<file path="config.mk">
export PLATFORM = sky130hd
export DESIGN_NAME = gs_ports
export DESIGN_NICKNAME = d
export VERILOG_FILES = /design/src/rtl/gs_ports_pkg.sv /design/src/rtl/gs_int_gen.sv /design/src/rtl/gs_ports.sv
export SDC_FILE = /design/constraint.sdc
export NUM_CORES = 1
export LEC_CHECK = 0
export CORE_UTILIZATION = 50
export CTS_CLUSTER_DIAMETER = 80
export DETAILED_ROUTE_END_ITERATION = 6
export DONT_BUFFER_PORTS = 1
export PLACE_DENSITY = 0.74
export SLEW_MARGIN = 20
export SYNTH_ARGS = -nofsm -noshare
export SYNTH_HDL_FRONTEND = slang
export SYNTH_HIERARCHICAL = 1
export SYNTH_SLANG_ARGS = --single-unit
</file>
<file path="constraint.sdc">
create_clock -name cpu_clock -period 4.55 [get_ports cpu_clock]
set_input_delay 0.455 -clock cpu_clock [delete_from_list [all_inputs] [get_ports cpu_clock]]
set_output_delay 0.455 -clock cpu_clock [all_outputs]
set_load 0.005 [all_outputs]
</file>
<file path="src/rtl/gs_ports_pkg.sv">
// Shared constants and types for the NGS-side Z80 port block (gs_ports).
package gs_ports_pkg;

  localparam int VOL_W   = 6;
  localparam int NUM_VOL = 4;

  localparam logic [3:0] PORT_MPAG    = 4'h0;
  localparam logic [3:0] PORT_ZXCMD   = 4'h1;
  localparam logic [3:0] PORT_ZXDATRD = 4'h2;
  localparam logic [3:0] PORT_ZXDATWR = 4'h3;
  localparam logic [3:0] PORT_ZXSTAT  = 4'h4;
  localparam logic [3:0] PORT_CLRCBIT = 4'h5;
  localparam logic [3:0] PORT_VOL1    = 4'h6;
  localparam logic [3:0] PORT_VOL2    = 4'h7;
  localparam logic [3:0] PORT_VOL3    = 4'h8;
  localparam logic [3:0] PORT_VOL4    = 4'h9;
  localparam logic [3:0] PORT_DBITSET = 4'hA;

  // Write cycle as captured while iowr is active.
  typedef struct packed {
    logic [3:0] addr;
    logic [7:0] data;
  } io_req_t;

  // Flag-load strobes toward zxbus.
  typedef struct packed {
    logic data_wr;
    logic data_in;
    logic cmd_wr;
    logic cmd_in;
  } strobe_t;

endpackage

</file>
<file path="src/rtl/gs_int_gen.sv">
// Periodic Z80 interrupt: int_n low for INT_LEN clocks out of every INT_DIV.
module gs_int_gen #(
  parameter int INT_DIV = 320,
  parameter int INT_LEN = 32
) (
  input  logic cpu_clock,
  input  logic rst_n,
  output logic int_n
);

  localparam int CW = $clog2(INT_DIV);

  logic [CW-1:0] cnt;

  // int_n is registered from the current count, so the first low pulse
  // appears right after the first clock following reset release.
  always_ff @(posedge cpu_clock or negedge rst_n) begin
    if (!rst_n) begin
      cnt   <= '0;
      int_n <= 1'b1;
    end else begin
      cnt   <= (cnt == CW'(INT_DIV - 1)) ? '0 : cnt + 1'b1;
      int_n <= !(cnt < CW'(INT_LEN));
    end
  end

endmodule

</file>
<file path="src/rtl/gs_ports.sv">
// NGS Z80 I/O port block: mailbox reads, outbound data latch, flag strobes,
// page and volume registers. Define GS_INT_EN to add the periodic int_n.
module gs_ports
  import gs_ports_pkg::*;
#(
  parameter int INT_DIV = 320,
  parameter int INT_LEN = 32
) (
  input  logic             cpu_clock,
  input  logic             rst_n,
  input  logic [7:0]       a,
  input  logic             iorq_n,
  input  logic             rd_n,
  input  logic             wr_n,
  input  logic             m1_n,
  input  logic [7:0]       din,
  output logic [7:0]       dout,
  output logic             dout_ena,
  input  logic [7:0]       zx_cmd,
  input  logic [7:0]       zx_data_rx,
  output logic [7:0]       zx_data_tx,
  input  logic             data_bit,
  input  logic             command_bit,
  output logic             data_bit_in,
  output logic             command_bit_in,
  output logic             data_bit_wr,
  output logic             command_bit_wr,
  output logic [VOL_W-1:0] mpag,
  output logic [VOL_W-1:0] vol0,
  output logic [VOL_W-1:0] vol1,
  output logic [VOL_W-1:0] vol2,
  output logic [VOL_W-1:0] vol3
`ifdef GS_INT_EN
  ,
  output logic             int_n
`endif
);

  if (INT_LEN >= INT_DIV) begin : g_bad_int
    $error("gs_ports: INT_LEN must be below INT_DIV");
  end

  logic unused_addr_hi;
  assign unused_addr_hi = ^a[7:4];

  logic iord, iowr, iord_q, iowr_q;
  logic rd_arm, wr_arm, rd_fire, wr_fire;
  logic [3:0] rd_addr;
  io_req_t    wr_req;
  strobe_t    stb_nxt, stb_q;
  logic [NUM_VOL-1:0][VOL_W-1:0] vol_q;

  // Interrupt-acknowledge (iorq+m1 low) never qualifies.
  assign iord = ~iorq_n & ~rd_n & m1_n;
  assign iowr = ~iorq_n & ~wr_n & m1_n;

  assign rd_fire = iord_q & ~iord & rd_arm;
  assign wr_fire = iowr_q & ~iowr & wr_arm;

  // Delayed qualifiers reset high: a cycle already running at reset release
  // shows no rising edge, so it is never armed.
  always_ff @(posedge cpu_clock or negedge rst_n) begin
    if (!rst_n) begin
      iord_q  <= 1'b1;
      iowr_q  <= 1'b1;
      rd_arm  <= 1'b0;
      wr_arm  <= 1'b0;
      rd_addr <= '0;
      wr_req  <= '0;
    end else begin
      iord_q <= iord;
      iowr_q <= iowr;

      if (iowr & ~iowr_q) begin
        wr_arm      <= 1'b1;
        wr_req.addr <= a[3:0];
        wr_req.data <= din;
      end else if (iowr) begin
        wr_req.data <= din;
      end else if (wr_fire) begin
        wr_arm <= 1'b0;
      end

      if (iord & ~iord_q) begin
        rd_arm  <= 1'b1;
        rd_addr <= a[3:0];
      end else if (rd_fire) begin
        rd_arm <= 1'b0;
      end
    end
  end

  // Trailing-edge side effects; a Z80 cycle is either read or write,
  // so at most one strobe fires.
  always_comb begin
    stb_nxt = '0;
    if (wr_fire) begin
      case (wr_req.addr)
        PORT_ZXDATWR: begin stb_nxt.data_wr = 1'b1; stb_nxt.data_in = 1'b1; end
        PORT_CLRCBIT: stb_nxt.cmd_wr = 1'b1;
        PORT_DBITSET: begin stb_nxt.data_wr = 1'b1; stb_nxt.data_in = wr_req.data[7]; end
        default: ;
      endcase
    end else if (rd_fire) begin
      case (rd_addr)
        PORT_ZXDATRD: stb_nxt.data_wr = 1'b1;
        PORT_CLRCBIT: stb_nxt.cmd_wr  = 1'b1;
        default: ;
      endcase
    end
  end

  always_ff @(posedge cpu_clock or negedge rst_n) begin
    if (!rst_n) begin
      stb_q      <= '0;
      mpag       <= '0;
      zx_data_tx <= '0;
    end else begin
      stb_q <= stb_nxt;
      if (wr_fire && wr_req.addr == PORT_MPAG)    mpag       <= wr_req.data[VOL_W-1:0];
      if (wr_fire && wr_req.addr == PORT_ZXDATWR) zx_data_tx <= wr_req.data;
    end
  end

  for (genvar g = 0; g < NUM_VOL; g++) begin : g_vol
    always_ff @(posedge cpu_clock or negedge rst_n) begin
      if (!rst_n)
        vol_q[g] <= '0;
      else if (wr_fire && wr_req.addr == PORT_VOL1 + 4'(g))
        vol_q[g] <= wr_req.data[VOL_W-1:0];
    end
  end

  assign vol0 = vol_q[0];
  assign vol1 = vol_q[1];
  assign vol2 = vol_q[2];
  assign vol3 = vol_q[3];

  assign data_bit_wr    = stb_q.data_wr;
  assign data_bit_in    = stb_q.data_in;
  assign command_bit_wr = stb_q.cmd_wr;
  assign command_bit_in = stb_q.cmd_in;

  // Read mux follows the live bus so data is valid for the whole rd_n low.
  always_comb begin
    dout     = 8'h00;
    dout_ena = 1'b0;
    if (iord) begin
      dout_ena = 1'b1;
      case (a[3:0])
        PORT_MPAG:    dout = {2'b00, mpag};
        PORT_ZXCMD:   dout = zx_cmd;
        PORT_ZXDATRD: dout = zx_data_rx;
        PORT_ZXSTAT:  dout = {data_bit, 6'b000000, command_bit};
        PORT_VOL1:    dout = {2'b00, vol_q[0]};
        PORT_VOL2:    dout = {2'b00, vol_q[1]};
        PORT_VOL3:    dout = {2'b00, vol_q[2]};
        PORT_VOL4:    dout = {2'b00, vol_q[3]};
        default:      dout_ena = 1'b0;
      endcase
    end
  end

`ifdef GS_INT_EN
  gs_int_gen #(
    .INT_DIV (INT_DIV),
    .INT_LEN (INT_LEN)
  ) u_int_gen (
    .cpu_clock (cpu_clock),
    .rst_n     (rst_n),
    .int_n     (int_n)
  );
`endif

endmodule

</file>
==> results of run 1 <==
layout make-up:
cell class,count,area (µm²)
Fill cell,507,2380
Sequential cell,61,1530
Multi-Input combinational cell,170,1290
Clock buffer,9,124
Tap cell,72,90.1
Clock inverter,7,66.3
Timing Repair Buffer,2,37.5
Inverter,4,15.0
worst reg2reg max path, delay by kind of cell (launching register included):
kind             cells  cell delay, ns
DFF                  1            0.55
and+or+nand+nor      3            0.88
muxes                1            0.34
metrics by stage:
step,setup WS (ns),util,std cells
after floorplan,2.54,-,246
after global placement,2.12,0.528,307
after detailed placement,2.10,0.528,307
after CTS,2.23,0.570,325
after global routing,2.06,0.570,325
final,2.23,0.570,325
state kept, by name, summed over array words and instances (netlist names), 4 cells and up:
register,count
wr_req,12
zx_data_tx,8
mpag,6
vol0,6
vol1,6
vol2,6
vol3,6
rd_addr,4
routing by layer:
layer / wire length (µm) / up-vias / share of wire / track usage
li1: - / 885 / - / -
met2: 3150 / 73 / 0.48 / 0.380
met4: 65 / 0 / 0.0099 / 0.0778
met5: 0 / - / 0 / 0
met1: 2930 / 964 / 0.45 / 0.308
met3: 425 / 7 / 0.065 / 0.0651
kinds of logic (layout without fill, tap and decap cells):
group                      Yosys count  in the layout  share of synthesized area
other                                1              1                    0.00130
AOI/OAI and AO/OA                   36             36                     0.0891
buffers and inverters               15             22                     0.0246
adders and majority gates            1              1                    0.00346
DFF                                 61             61                      0.528
and+or+nand+nor                     82             82                      0.139
muxes                               50             50                      0.214
where the power goes:
group | switching, W | internal [W]
combinational | 0.0000642 | 0.0000973
clock | 0.000211 | 0.000249
sequential | 0.0000988 | 0.000627
final timing paths:
| path | startpoint | end | slack (ns) |
|---|---|---|---|
| max | a[1] | dout[6] | 2.23 |
| min | iorq_n | iord_q | 0.22 |
| max reg2reg | iowr_q | vol3[0] | 2.67 |
| min reg2reg | wr_req[6] | wr_req[6] | 0.48 |
| max in group asynchronous | rst_n | iowr_q | 3.59 |
| min in group asynchronous | rst_n | zx_data_tx[3] | 0.65 |
cell usage in the layout, fill, tap and decap left out, types with 2 or more instances in the layout:
master	netlist	layout
a21oi_1	7	7
a222oi_1	2	2
a22o_1	11	11
a22oi_1	3	3
a31oi_1	4	4
a32oi_1	3	3
and2_1	2	2
and3_1	2	2
clkbuf_8	0	9
clkinv_2	0	4
dfrtp_1	59	59
dfstp_2	2	2
inv_1	3	3
mux2_2	37	37
mux2_4	12	12
nand2_1	40	40
nand3_1	4	4
nand3b_1	3	3
nor2_1	9	9
nor2b_1	7	7
nor3_1	3	3
nor3b_1	3	3
nor4_1	2	2
o21ai_0	4	4
==> flow_summary.yaml, run 1 <==
outcome:
  outcome: "finished clean"
global_routing:
  grt_max_degree: 62
  grtUsageTotal: 0.236
  antenna_found_initial: 0
  grt_overflow_total: 0
  grt_pass1_wl_mm: 10.7
  grt_pass1_vias: 2006
timing:
  clock_skew_ns: 0.00703
  relSlewSlack: 0.512
  final_max_slew_viol_count: 0
  finalHoldViolCount: 0
  setup_viol: 0
  rsz0062_at_grt: "no"
  hold_ws_ns: 0.220
  setup_tns_ns: 0
  fmax_mhz: 431
  worst_pin_slew_ns: 0.730
  fin_crit_sh: 0.510
  layout_min_cycle_time_ns: 2.32
detailed_routing:
  wl_per_cell_um: 20.2
  dr_total_vias: 1929
  drcViolationCount: 0
  wl_mm: 6.57
  ant_nets: 0
  via_per_inst: 5.94
  drt_first_pass_iters: 4
  drt_iter0_markers: 158
setup_path:
  path_max_fanout: 16
  end_kind: "output port"
  start_kind: "input pin"
  cp_slowest_cell: "nor2_1"
  critical_path_depth: 3
  crit_chain: "nor2_1, o21ai_1, nor4_1"
  crit_required_ns: 4.09
  slowest_delay_ns: 0.55
  worst-setup-path-type: "input pin to output port"
  crit_buf_inv: 0
  reg2regPathDepth: 4
  arrival_ns: 1.87
  critPathTopFamily: "simple AND/OR/NAND/NOR gates"
pwr:
  peakVddDrop_v: 0.000240
  leakage_nw: 1.45
  p_per_area_nw_per_um2: 427
  p_total_w: 0.00135
floorplanning:
  die_h_um: 78.1
  start_util: 0.522
  coreArea_um2: 5540
  dieArea_um2: 6100
  die_x_um: 78.1
  num_rows: 27
  io_pins: 91
synthesis:
  synthesis.area_um2: 2890
  yosysTopAreaCell: "dfrtp_1"
  ys_top_cells_by_area: "dfrtp_1, mux2_2, mux2_4"
  synth_warnings: 6
  yosysMostFrequentCell: "dfrtp_1"
  synth_cells: 246
  synth_edf_count: 0
  ys_types: 39
  synth.top_cell.area_share: 0.510
  yosysSeqAreaShare: 0.528
  ys_ff_latch: 61
  async_reset_ff_frac: 1.00
  syn_area_per_cell_um2: 11.8
  synth_flop_cell: "dfrtp_1"
  synth_common_cells: "dfrtp_1, nand2_1, mux2_2"
  synth_fp_nets: 286
final_layout:
  drive_gt1_frac: 0.289
  areaGrowthSynthToFinish_pct: 9.04
  postLayoutCellArea_um2: 3160
  nets: 288
  diodes: 0
clock_network:
  cts_buffer_depth: 2
  clk_latency_ns: 0.33
  htree_levels: 3
  root_buffer: "clkbuf_8"
  cts_buffers: 9
  postCtsSetupRepairBufs: 0
  cts_sinks: 61
  cts_tree: "built"
  clkTransAtPathRegs_ns: 0.07
  cts_hold_buf: 2
  post_cts_resized: 0
hold_path:
  hold_depth: 1
  hp-class: "input pin to register"
flow_run:
  max-cap-violations: 0
place:
  port-buffer-count: 0
  place_area_um2: 2930
  place.gp.congestion: 0.905
  post-dp-hpwl_mm: 4.63
Note: power is estimated with default switching activity, not from simulation.
==> inputs of run 2 (changes only) <==
- PLACE_DENSITY: 0.74 -> 0.77
- clock period: 4.55 -> 2.05 ns (I/O delays scaled with it)
==> flow_summary.yaml, run 2 (synthesis gave the netlist of run 1 again) <==
detailed_routing:
  ant_nets: 0
  drt_iter0_markers: 190
  drt_first_pass_iters: 4
  wl_mm: 6.60
  via_per_inst: 5.87
  drcViolationCount: 0
  wl_per_cell_um: 19.5
  dr_total_vias: 1985
setup_path:
  crit_chain: "nand2_1, nor4_1, and2_2, mux2_4"
  end_kind: "register"
  crit_buf_inv: 0
  reg2regPathDepth: 4
  path_max_fanout: 6
  r2r_setup_slack_ns: 0.29
  critical_path_depth: 4
  slowest_delay_ns: 0.55
  cp_slowest_cell: "dfstp_2"
  arrival_ns: 1.98
  worst-setup-path-type: "register to register"
  crit_required_ns: 2.27
  critPathTopFamily: "simple AND/OR/NAND/NOR gates"
  start_kind: "register"
floorplanning:
  num_rows: 27
  die_x_um: 78.1
  io_pins: 91
  dieArea_um2: 6100
  die_h_um: 78.1
  start_util: 0.522
  coreArea_um2: 5540
clock_network:
  htree_levels: 3
  clkTransAtPathRegs_ns: 0.06
  root_buffer: "clkbuf_8"
  cts_sinks: 61
  cts_buffers: 9
  cts_tree: "built"
  clk_latency_ns: 0.34
  cts_buffer_depth: 2
pwr:
  p_total_w: 0.00327
  leakage_nw: 1.53
  p_per_area_nw_per_um2: 985
  peakVddDrop_v: 0.000521
timing:
  relSlewSlack: 0.522
  fin_crit_sh: 0.861
  clock_skew_ns: 0.00739
  fmax_mhz: 567
  setup_viol: 0
  rsz0062_at_grt: "no"
  layout_min_cycle_time_ns: 1.76
  worst_pin_slew_ns: 0.712
  setup_tns_ns: 0
  final_max_slew_viol_count: 0
  finalHoldViolCount: 0
final_layout:
  diodes: 0
  seqCellArea_um2: 1530
  fill_cells: 472
  top_regs: "wr_req (12), zx_data_tx (8)"
  largest-register: "wr_req"
  drive_gt1_frac: 0.289
  utilization: 0.600
  nets: 301
  multiInputGateArea_um2: 1290
  mostFrequentLayoutCells: "dfrtp_1, nand2_1, mux2_2"
  largest_reg_flops: 12
  areaGrowthSynthToFinish_pct: 14.9
  layout_commonest_cell: "dfrtp_1"
global_routing:
  grtUsageTotal: 0.233
  grt_max_degree: 62
  antenna_found_initial: 0
  grt.busiest_layer: "met2"
  grtUsageMet1: 0.290
  grt_use_met3: 0.0744
  met2_usage: 0.363
  grt_pass1_vias: 1983
  grt_pass1_wl_mm: 10.4
  grt_overflow_total: 0
flow_run:
  max-cap-violations: 0
hold_path:
  hp-class: "input pin to register"
  hold_depth: 1
outcome:
  outcome: "finished clean"
place:
  place.gp.congestion: 0.926
  post-dp-hpwl_mm: 4.69
  port-buffer-count: 0
## run 2: area by class of cell
cell class,instances,area share
well taps,72,0.0271
inverters,4,0.00452
repair buffers,15,0.0467
clock buffers,12,0.0437
multi-input cells,170,0.390
clock inverters,4,0.0286
flip-flops and latches,61,0.460
## run 2: path summary, 6_finish.rpt
check | start | to
worst min register to register | wr_req[6] | wr_req[6]
min in group asynchronous | rst_n | mpag[4]
worst max register to register | iowr_q | vol2[5]
worst max-delay path | iowr_q | vol2[5]
max in group asynchronous | rst_n | iowr_q
worst min-delay path | a[0] | rd_addr[0]
## run 2: repair_timing
action                                 4_1_cts  5_1_grt
setup buffers                                0        0
endpoints found under the hold margin       69        0
hold buffers                                10        0
gates resized for setup                      0        1
setup endpoints to repair                    0        5
## run 2: per-layer routing
metal / vias up / wire, µm
met5: - / 0
met4: 0 / 189
met3: 14 / 422
met2: 74 / 3170
met1: 989 / 2810
li1: 908 / -
## run 2: worst register-to-register path, delay by kind of cell, from the launching register on
family / cells / cell delay (ns)
AND/OR/NAND/NOR: 3 / 0.77
flip-flops: 1 / 0.55
multiplexers: 1 / 0.33
## run 2: stage by stage
step / setup WS (ns) / instances / hold slack, ns / cell area [µm²]
finish: 0.286 / 338 / 0.0171 / 3320
floorplan: 0.433 / 246 / -0.0906 / 2890
global route: 0.0855 / 338 / 0.00176 / 3320
detailed placement: 0.175 / 312 / -0.0895 / 2970
CTS: 0.168 / 338 / 0.00583 / 3320
global placement: 0.243 / 312 / -0.0896 / 2970
## run 2: where the power goes
group | internal (W) | total [W] | switching [W] | leakage (nW)
clock network | 0.000840 | 0.00129 | 0.000451 | 0.121
logic | 0.000230 | 0.000374 | 0.000144 | 0.606
registers | 0.00139 | 0.00161 | 0.000218 | 0.803
==> inputs of run 3 (changes only) <==
- CORE_ASPECT_RATIO: default -> 1.2
- PLACE_DENSITY: 0.77 -> 0.66
==> flow_summary.yaml, run 3 (synthesis gave the netlist of run 1 again) <==
timing:
  final_max_slew_viol_count: 0
  relSlewSlack: 0.514
  fmax_mhz: 540
  rsz0062_at_grt: "no"
  worst_pin_slew_ns: 0.724
  finalHoldViolCount: 0
  layout_min_cycle_time_ns: 1.85
  clock_skew_ns: 0.00693
  setup_tns_ns: 0
  setup_viol: 0
  fin_crit_sh: 0.904
place:
  place_area_um2: 2960
  place.gp.congestion: 0.815
  port-buffer-count: 0
  post-dp-hpwl_mm: 4.63
floorplanning:
  num_rows: 30
  die_h_um: 85.3
  die_x_um: 71.5
  io_pins: 91
  start_util: 0.514
  dieArea_um2: 6100
  coreArea_um2: 5630
final_layout:
  drive_gt1_frac: 0.296
  top_regs: "wr_req (12), zx_data_tx (8)"
  largest_reg_flops: 12
  fill_cells: 477
  postLayoutCellArea_um2: 3270
  mostFrequentLayoutCells: "dfrtp_1, nand2_1, mux2_2"
  utilization: 0.581
  largest-register: "wr_req"
  diodes: 0
  areaGrowthSynthToFinish_pct: 13.0
  nets: 302
  layout_commonest_cell: "dfrtp_1"
detailed_routing:
  drcViolationCount: 0
  wl_mm: 6.58
  ant_nets: 0
  dr_total_vias: 1980
  via_per_inst: 5.98
  drt_first_pass_iters: 4
  wl_per_cell_um: 19.9
  drt_iter0_markers: 231
setup_path:
  worst-setup-path-type: "register to register"
  start_kind: "register"
  crit_buf_inv: 0
  crit_required_ns: 2.27
  critPathTopFamily: "simple AND/OR/NAND/NOR gates"
  path_max_fanout: 6
  crit_chain: "nand2_1, nor4_1, and2_1, mux2_4"
  slowest_delay_ns: 0.55
  arrival_ns: 2.07
  cp_slowest_cell: "dfstp_2"
  end_kind: "register"
global_routing:
  grt_pass1_wl_mm: 10.5
  grtUsageTotal: 0.231
  antenna_found_initial: 0
  grt_max_degree: 62
  grt_pass1_vias: 1981
  grt_overflow_total: 0
clock_network:
  cts_buffers: 9
  cts_sinks: 61
  clkTransAtPathRegs_ns: 0.07
  clk_latency_ns: 0.34
  cts_tree: "built"
  cts_buffer_depth: 2
  htree_levels: 3
  root_buffer: "clkbuf_8"
flow_run:
  max-cap-violations: 0
pwr:
  p_per_area_nw_per_um2: 923
  p_sw_frac: 0.278
  p_switching_w: 0.000840
  combPwrFrac: 0.127
  leakage_nw: 1.51
  pwr-share-seq: 0.530
  intPower_w: 0.00218
  pwr-share-clk: 0.343
  peakVddDrop_v: 0.000523
  p_total_w: 0.00302
hold_path:
  hp-class: "input pin to register"
outcome:
  outcome: "finished clean"
## run 3: cell count changes in the layout (fill, tap and decap cells not counted)
cell	before	now
clkinv_2	1	4
bufinv_16	3	1
and2_1	1	2
clkbuf_1	2	0
clkbuf_8	10	9
clkinv_4	0	1
buf_4	5	6
and2_2	1	0
clkinvlp_4	0	1
## run 3: final timing paths
| path | start | to | slack [ns] | cells past startpoint |
|---|---|---|---|---|
| max | iowr_q | vol2[5] | 0.20 | 4 |
| min | a[0] | rd_addr[0] | 0.02 | 1 |
| max reg2reg | iowr_q | vol2[5] | 0.20 | 4 |
| min reg2reg | wr_req[6] | wr_req[6] | 0.48 | 2 |
| max in group asynchronous | rst_n | iord_q | 1.34 | 2 |
| min in group asynchronous | rst_n | rd_addr[0] | 0.43 | 2 |
## run 3: timing repair
| action | 4_1_cts | 5_1_grt |
|---|---|---|
| hold buffers | 10 | 0 |
| endpoints found under the setup margin | 0 | 0 |
| buffers inserted | 0 | 0 |
| hold endpoints to repair | 69 | 0 |
| resized for setup | 0 | 0 |
## run 3: layout make-up
type	count	area, µm²	share of cell area
inverters	4	15.0	0.00459
well taps	64	80.1	0.0245
flip-flops and latches	61	1530	0.467
clock buffers	9	124	0.0379
repair buffers	16	163	0.0497
multi-input cells	170	1290	0.396
clock inverters	7	66.3	0.0203
## run 3: power groups by stage
stage	registers, W	clock network, W	logic, W
floorplan	0.00155	0	0.000303
global placement	0.00162	0	0.000332
detailed placement	0.00162	0	0.000345
CTS	0.00160	0.00105	0.000390
global route	0.00163	0.00111	0.000428
finish	0.00160	0.00103	0.000384
## run 3: stage by stage
stage               hold WS, ns  setup slack [ns]  std cells
floorplan               -0.0906             0.433        246
global placement        -0.0889             0.232        305
detailed placement      -0.0895             0.204        305
CTS                     0.00756             0.197        331
global route             0.0116            0.0306        331
finish                   0.0218             0.198        331
## run 3: per-layer routing
layer | routed length [µm] | vias up | track usage
li1 | - | 913 | -
met2 | 3160 | 73 | 0.359
met4 | 152 | 0 | 0.118
met3 | 395 | 13 | 0.0534
met5 | 0 | - | 0
met1 | 2870 | 981 | 0.304
